===== src/rtl/branch_history_table_if.sv =====
// Fetch/execute-side signal bundle for the branch history table.
// master = datapath (drives PC and resolved branches), slave = the table.
interface branch_history_table_if #(
  parameter int IDX_BITS = 6,
  parameter int GHR_BITS = 6
);
  localparam int GW = (GHR_BITS > 0) ? GHR_BITS : 1;

  logic [31:0]         pc_f_i;
  logic                pc_src_pred_f_o;
  logic [IDX_BITS-1:0] pred_idx_f_o;
  logic [IDX_BITS-1:0] pred_idx_e_i;
  logic                branch_op_e_i;
  logic                pc_src_res_e_i;
  logic                stall_e_i;
  logic [GW-1:0]       ghr_o;

  modport master (
    output pc_f_i, pred_idx_e_i, branch_op_e_i, pc_src_res_e_i, stall_e_i,
    input  pc_src_pred_f_o, pred_idx_f_o, ghr_o
  );

  modport slave (
    input  pc_f_i, pred_idx_e_i, branch_op_e_i, pc_src_res_e_i, stall_e_i,
    output pc_src_pred_f_o, pred_idx_f_o, ghr_o
  );
endinterface


===== src/rtl/branch_history_table.sv =====
// Branch history table: array of 2-bit saturating counters read by fetch,
// trained by execute, with optional gshare (GHR XOR) indexing.

// One 2-bit saturating counter (11 ST, 10 WT, 01 WU, 00 SU).
module bht_ctr (
  input  logic       clk_i,
  input  logic       reset_i,
  input  logic       upd,
  input  logic       taken,
  output logic [1:0] ctr
);
  // Saturating up/down on a qualified update; reset to weakly not-taken.
  always_ff @(posedge clk_i) begin
    if (reset_i)                      ctr <= 2'b01;
    else if (upd) begin
      if (taken && ctr != 2'b11)      ctr <= ctr + 2'b01;
      else if (!taken && ctr != 2'b00) ctr <= ctr - 2'b01;
    end
  end
endmodule

module branch_history_table #(
  parameter int IDX_BITS = 6,
  parameter int GHR_BITS = 6
) (
  input logic                   clk_i,
  input logic                   reset_i,
  branch_history_table_if.slave bus
);
  localparam int ENTRIES = 1 << IDX_BITS;
  localparam int GW      = (GHR_BITS > 0) ? GHR_BITS : 1;

  logic                      upd;
  logic [ENTRIES-1:0][1:0]   ctr;
  logic [GW-1:0]             ghr;
  logic [IDX_BITS-1:0]       pc_idx;
  logic [IDX_BITS-1:0]       idx_f;
  logic                      unused_pc;

  assign upd    = bus.branch_op_e_i & ~bus.stall_e_i;
  assign pc_idx = bus.pc_f_i[IDX_BITS+1:2];
  // Byte offset and high PC bits alias freely into the table.
  assign unused_pc = ^{bus.pc_f_i[31:IDX_BITS+2], bus.pc_f_i[1:0]};

  // One counter per entry; only the execute-side index selects the writer.
  for (genvar g = 0; g < ENTRIES; g++) begin : g_ent
    bht_ctr u_ctr (
      .clk_i   (clk_i),
      .reset_i (reset_i),
      .upd     (upd && (bus.pred_idx_e_i == IDX_BITS'(g))),
      .taken   (bus.pc_src_res_e_i),
      .ctr     (ctr[g])
    );
  end

  if (GHR_BITS == 0) begin : g_no_ghr
    assign ghr   = '0;
    assign idx_f = pc_idx;
  end else begin : g_ghr
    // Global history shift on each qualified update; newest outcome in LSB.
    always_ff @(posedge clk_i) begin
      if (reset_i)  ghr <= '0;
      else if (upd) begin
        if (GHR_BITS == 1) ghr <= GW'(bus.pc_src_res_e_i);
        else               ghr <= GW'({ghr, bus.pc_src_res_e_i});
      end
    end
    assign idx_f = pc_idx ^ IDX_BITS'(ghr);
  end

  // Zero-latency read; a same-cycle write shows up only after the edge.
  assign bus.pred_idx_f_o    = idx_f;
  assign bus.pc_src_pred_f_o = ctr[idx_f][1];
  assign bus.ghr_o           = ghr;
endmodule


===== src/flat_wrapper.sv =====
// flat-port wrapper written by rule: the top's interface ports become plain ports
module branch_history_table_flat 
#(
  parameter int IDX_BITS = 6,
  parameter int GHR_BITS = 6
)
  (clk_i, reset_i, bus_pc_f_i, bus_pred_idx_e_i, bus_branch_op_e_i, bus_pc_src_res_e_i, bus_stall_e_i, bus_pc_src_pred_f_o, bus_pred_idx_f_o, bus_ghr_o);
  branch_history_table_if #(.IDX_BITS(IDX_BITS), .GHR_BITS(GHR_BITS)) bus_i ();
  input logic clk_i;
  input logic reset_i;
  input wire logic [$bits(bus_i.pc_f_i)-1:0] bus_pc_f_i;
  input wire logic [$bits(bus_i.pred_idx_e_i)-1:0] bus_pred_idx_e_i;
  input wire logic [$bits(bus_i.branch_op_e_i)-1:0] bus_branch_op_e_i;
  input wire logic [$bits(bus_i.pc_src_res_e_i)-1:0] bus_pc_src_res_e_i;
  input wire logic [$bits(bus_i.stall_e_i)-1:0] bus_stall_e_i;
  output wire logic [$bits(bus_i.pc_src_pred_f_o)-1:0] bus_pc_src_pred_f_o;
  output wire logic [$bits(bus_i.pred_idx_f_o)-1:0] bus_pred_idx_f_o;
  output wire logic [$bits(bus_i.ghr_o)-1:0] bus_ghr_o;
  assign bus_i.pc_f_i = bus_pc_f_i;
  assign bus_i.pred_idx_e_i = bus_pred_idx_e_i;
  assign bus_i.branch_op_e_i = bus_branch_op_e_i;
  assign bus_i.pc_src_res_e_i = bus_pc_src_res_e_i;
  assign bus_i.stall_e_i = bus_stall_e_i;
  assign bus_pc_src_pred_f_o = bus_i.pc_src_pred_f_o;
  assign bus_pred_idx_f_o = bus_i.pred_idx_f_o;
  assign bus_ghr_o = bus_i.ghr_o;
  branch_history_table #(.IDX_BITS(IDX_BITS), .GHR_BITS(GHR_BITS)) u_core (.clk_i(clk_i), .reset_i(reset_i), .bus(bus_i));
endmodule

===== config.mk =====
export PLATFORM = sky130hd
export DESIGN_NAME = branch_history_table_flat
export DESIGN_NICKNAME = d
export VERILOG_FILES = /design/src/rtl/branch_history_table_if.sv /design/src/rtl/branch_history_table.sv /design/src/flat_wrapper.sv
export SDC_FILE = /design/constraint.sdc
export NUM_CORES = 1
export LEC_CHECK = 0
export ABC_AREA = 1
export CAP_MARGIN = 20
export CORE_MARGIN = 4
export CORE_UTILIZATION = 55
export DETAILED_ROUTE_END_ITERATION = 10
export PLACE_DENSITY_LB_ADDON = 0.08
export SETUP_SLACK_MARGIN = 0.2
export SYNTH_ARGS = -nofsm -noshare
export SYNTH_HDL_FRONTEND = slang
export SYNTH_SLANG_ARGS = --single-unit

===== constraint.sdc =====
create_clock -name clk_i -period 2.22 [get_ports clk_i]
set_input_delay 0.333 -clock clk_i [delete_from_list [all_inputs] [get_ports clk_i]]
set_output_delay 0.333 -clock clk_i [all_outputs]
set_load 0.02 [all_outputs]

# == Yosys cells after proc, flatten, opt, wreduce, memory -nomap -nowiden ==
# Index checks and enable logic that the tools add are counted.
# totals
ff_bits,134
latchBits,0
ram_bits,0
mem_bits_ro,0
in_bits,43
output_inout_bits,13
elab_cells,840
n_memories,0
# classes
n_addsub,128
mul,0
n_div,0
order_cmp,1
n_eq_ne,127
shifts,0
n_mux,130
n_bitwise,3
n_reduce_logical,386
# op_table
operator,count
2-to-1 mux 2 bit,129
nonzero test 2 bit,128
equality test 6 bit (second input constant),32
logical AND 1 bit,192
adder 2 x 1 -> 2 bit (second input constant),64
inequality test 2 bit (second input constant),64
AND reduction 2 bit,64
subtractor 2 x 1 -> 2 bit (second input constant),64
equality test 6 x 5 -> 1 bit (second input constant),16
equality test 6 x 4 -> 1 bit (second input constant),8
equality test 6 x 3 -> 1 bit (second input constant),4
binary-select mux 2 bit (select 6 bit),1
equality test 6 x 2 -> 1 bit (second input constant),2
< comparator 6 x 7 -> 1 bit (second input constant),1
equality test 6 x 1 -> 1 bit (second input constant),1
zero test 6 bit,1
XOR 6 bit,1
bitwise AND 1 bit,1
zero test 1 bit,1
NOT 1 bit,1

# == Logic depth before layout (Yosys ltp) ==
# Gate-level depths: netlist (run 1).
# logic_depth
word_depth,4
mapped_depth,11
mapped_depth_nobuf,11

# == By module ==
# From an unflattened synthesis (run 1), not the netlist that was laid out.
# hier_totals
hier_cells,1495
area_unflattened_um2,8130.3
# by_module_without_submodules
mod,instances,cells_per_inst,area_per_inst_um2,seq_area_each_um2
bht_ctr,64,18,102.6,40.0
branch_history_table,1,343,1564.0,120.1

# == Least setup slack after synthesis (run 1) ==
# OpenSTA, ideal clock, no wires.
# synth_path
path_type,register to output
startpoint,"reg u_core.ghr[0], in the netlist u_core.bus.ghr_o[0]"
endpoint,out bus_pc_src_pred_f_o
arrival_ns,1.608
t_required_ns,1.887
slack_ns,0.279
path_stages_with_launch,12
n_path_buf,1
path_cell_list,dfxtp_1 > inv_1 > nand2_1 > nand2_1 > buf_2 > nand2_1 > nand3_2 > nand3_1 > nand3_1 > nand3_1 > nand3_1 > nand2_1
# synth_via
elab_chain_cells,3
# synth_rtl
item,line_no,rtl
"start, declared",branch_history_table.sv:35,logic [GW-1:0] ghr;
"start signal, assigned",branch_history_table.sv:64,if (GHR_BITS == 1) ghr <= GW'(bus.pc_src_res_e_i);
"start signal, assigned",branch_history_table.sv:65,"else ghr <= GW'({ghr, bus.pc_src_res_e_i});"
XOR 6 bit,branch_history_table.sv:68,assign idx_f = pc_idx ^ IDX_BITS'(ghr);
net bus_pred_idx_f_o[0],flat_wrapper.sv:17,output wire logic [$bits(bus_i.pred_idx_f_o)-1:0] bus_pred_idx_f_o;
binary-select mux 2 bit (select 6 bit),branch_history_table.sv:73,assign bus.pc_src_pred_f_o = ctr[idx_f][1];
2-to-1 mux 2 bit (implied by the code),branch_history_table.sv:73,
"end, declared",flat_wrapper.sv:16,output wire logic [$bits(bus_i.pc_src_pred_f_o)-1:0] bus_pc_src_pred_f_o;
# The timed path passes the listed nets, and every way through them passes these cells. The select of a mux whose other input is x is not followed.

# == Worst setup path in the final report (run 1) ==
# layout_path
startpoint,"reg u_core.ghr[0], in the netlist u_core.bus.ghr_o[0]"
endpoint,out bus_pc_src_pred_f_o
# layout_via
elab_chain_cells,3
# layout_rtl
item,line_no
XOR 6 bit,branch_history_table.sv:68
binary-select mux 2 bit (select 6 bit),branch_history_table.sv:73
2-to-1 mux 2 bit (implied by the code),branch_history_table.sv:73
# Every way passes these cells. The select of a mux whose other input is x is not followed.

==> run metrics, run 1 <==
outcome finished, violations left; failing checks negative setup slack; final period utilization 102%; share of the synthesized area in the top cell type 38.0%; via count 7,350; startpoint types flop; syn nets 1,118; post-synthesis cell count 1,075; DPL Wire Length about 13,000 um; wire per inst approximately 15 um; H-tree levels 4; unrepaired setup endpoints after global routing yes; later-pin clock latency in the skew report 430 ps; slowest cell on the critical path dfxtp_2; ys async rst share 0%; CP Cell Sequence buf_6 > nand2_4 > nand2_8 > buf_8 > nand2_1 > nand3_2 > nand3_2 > nand3_2 > nand3_2 > nand3_2 > nand2_2 > buf_6; GRT Overall Usage 27.4%; utilization after layout roughly 69%; WS Path Type reg -> out; Lkg Pwr 3.33 nW; Post-synth EDFFs 0; setup_tns -37.8 ps; achievable frequency around 0.44 GHz; grt total ovfl 0; DRT Wirelength 20,000 um; CP Capture Type output port; HP Class in -> reg; Vias per Instance between 5 and 6; number of remaining DRC errors 0; Synth area leader dfxtp_1; Max-slew headroom 52.5%; CTS tree yes; post-synthesis register bit count 134; sequential share of the synthesized area between 30% and 40%; Chip Height 121 um; critical path fanouts, max 8; drt first pass iters 6; DRT iter0 DRCs 699; Die X approximately 120 um; largest cells by area after synthesis dfxtp_1 (38%), nand2_1 (10%), o21ai_0 (9.5%), inv_1 (8.1%), a21oi_1 (6.8%); post-synthesis instance area roughly 0.0071 mm^2; most frequent CP cell nand3_2; initial antenna violation count 0; Syn-to-layout area delta 23.8%; root buf cell clkbuf_16; Final ANT Viol Nets 0; Fill cells 1,082; YS warnings 0; fraction of layout cells with a size suffix above 1 13.0%; Netlist cell types 27; Setup WS post-layout -37.8 ps; critical path's top delay family simple AND/OR/NAND/NOR gates; PwrDens 676 mW/mm^2; fin. max-slew vios 0; total die area 0.0147 mm^2; Initial Utilization 56.0%; vias in the first global route 6,625; # rows 41; final hold vios 0; Post-synth top flop dfxtp_1; VDD IR max ~500 uV; CTS Buf Count 17; Period minus WS final 2260 ps; largest net degree at the start of global routing 94; port buffer count 29; core footprint 0.0126 mm^2; I/O pin cnt 56; area of the multi-input gates 0.00384 mm^2; Final nets 1,166; Data required, critical path 1890 ps; Critical Path AT 1920 ps; Layout Cells excl Fill 1,307; Final Setup Violations 1; first-pass GRT wire length between 30,000 and 40,000 um; syn avg cell area 6.57 um^2; clock skew 4.77 ps; routability congestion estimate 0.857; clock sink count 134; Reg area 0.00269 mm^2; Critical path buffers and inverters 3; antenna cells 0; Worst Max-Slew Pin Slew 713 ps; clock tree buffer depth 2; CP max stage delay between 300 and 400 ps; Clk pin slew, worst setup/hold paths around 60 ps; placed cells 1,269; max-cap check violation count 0
repair_timing:
action	4_1_cts	5_1_grt
buffers inserted	2	0
setup endpoints to repair	6	1
pin swaps	7	26
hold buffers	0	0
gates resized for setup	37	50
cloned	2	3
placed cells by master, fill, tap and decap left out, drive strengths merged:
cell type,instances
inv,155
o21ai,134
nor2,118
o22ai,9
xnor2,5
a221o,5
o211ai,59
buf,50
o2111ai,5
a31oi,16
clkbuf,25
a21boi,2
clkinv,7
dfxtp,134
clkinvlp,1
clkdlybuf4s50,18
or2,1
nand3b,3
xor2,1
clkdlybuf4s15,1
dlygate4sd2,6
a21oi,96
nor3,1
bufinv,1
nand3,84
nand2,196
o31ai,2
layout make-up:
class,count,share of cell area (%)
Timing Repair Buffer,78,9.80
Sequential cell,134,30.7
Inverter,155,6.68
Multi-Input combinational cell,737,44.0
Clock inverter,9,0.873
Tap cell,172,2.46
Clock buffer,22,5.54
power by group:
part | switching [mW] | leakage (nW) | total (mW) | internal, mW
clock network | 1.06 | 0.281 | 2.70 | 1.64
logic | 0.467 | 1.97 | 0.778 | 0.311
registers | 0.0154 | 1.08 | 2.44 | 2.42
state kept, by name, summed over array words and instances (netlist names):
name	flops
u_core.g_ent.u_ctr.ctr	128
u_core.bus.ghr_o	6
per-layer routing:
layer  up-vias  part of all wire (%)  global-route usage (%)
met3        42                   6.3                    5.78
li1       3702                     -                       -
met4         0                   2.3                    8.96
met2       248                    46                    43.1
met5         -                     0                       0
met1      3358                    46                    37.4
path summary, 6_finish.rpt:
check / start / to / slack [ps] / depth (start not counted)
max: u_core.bus.ghr_o[0] / bus_pc_src_pred_f_o / -40 / 12
min: reset_i / u_core.g_ent[29].u_ctr.ctr[0] / 400 / 3
max reg2reg: u_core.g_ent[44].u_ctr.ctr[1] / u_core.g_ent[44].u_ctr.ctr[0] / 1230 / 3
min reg2reg: u_core.g_ent[62].u_ctr.ctr[0] / u_core.g_ent[62].u_ctr.ctr[1] / 470 / 2
logic make-up after synthesis:
kind of cell	Yosys count	synth area share [%]
compound gates	328	26.5
xor+xnor	6	0.956
buf+inv	204	11.2
flops	134	38.0
simple gates	403	23.4
stage by stage:
stage	area [um^2]	worst slack [ps]	total power, mW	hold slack, ps
floorplan	7070	279	2.86	449
global placement	7770	-575	3.12	460
detailed placement	7770	-598	3.12	466
CTS	8470	-3.52	5.84	381
global route	8750	-102	6.11	409
finish	8750	-37.8	5.91	397
tightest hold or removal path, stage by stage:
cell and delay, ps:
buf_2 120, inv_2 210, nand2_1 130
Yosys cell counts (3+ instances only):
master,count
o22ai_1,9
clkbuf_1,36
o2111ai_1,5
o21ai_0,134
buf_2,11
o211ai_1,59
nor2_1,117
a31oi_1,16
dfxtp_1,134
xnor2_1,4
nand2_1,196
nand3b_1,3
nand3_2,3
nand3_1,81
a221o_1,5
inv_1,153
a21oi_1,96
(Power assumes the default switching activity.)
==> run 2: changes to the inputs <==
--- a/config.mk
+++ b/config.mk
@@ -12,6 +12,7 @@
 export DETAILED_ROUTE_END_ITERATION = 10
 export PLACE_DENSITY_LB_ADDON = 0.08
 export SETUP_SLACK_MARGIN = 0.2
+export SLEW_MARGIN = 20
 export SYNTH_ARGS = -nofsm -noshare
 export SYNTH_HDL_FRONTEND = slang
 export SYNTH_SLANG_ARGS = --single-unit
==> results of run 2 <==
Same layout as run 1: the final DEF is identical, and so are final timing and power.
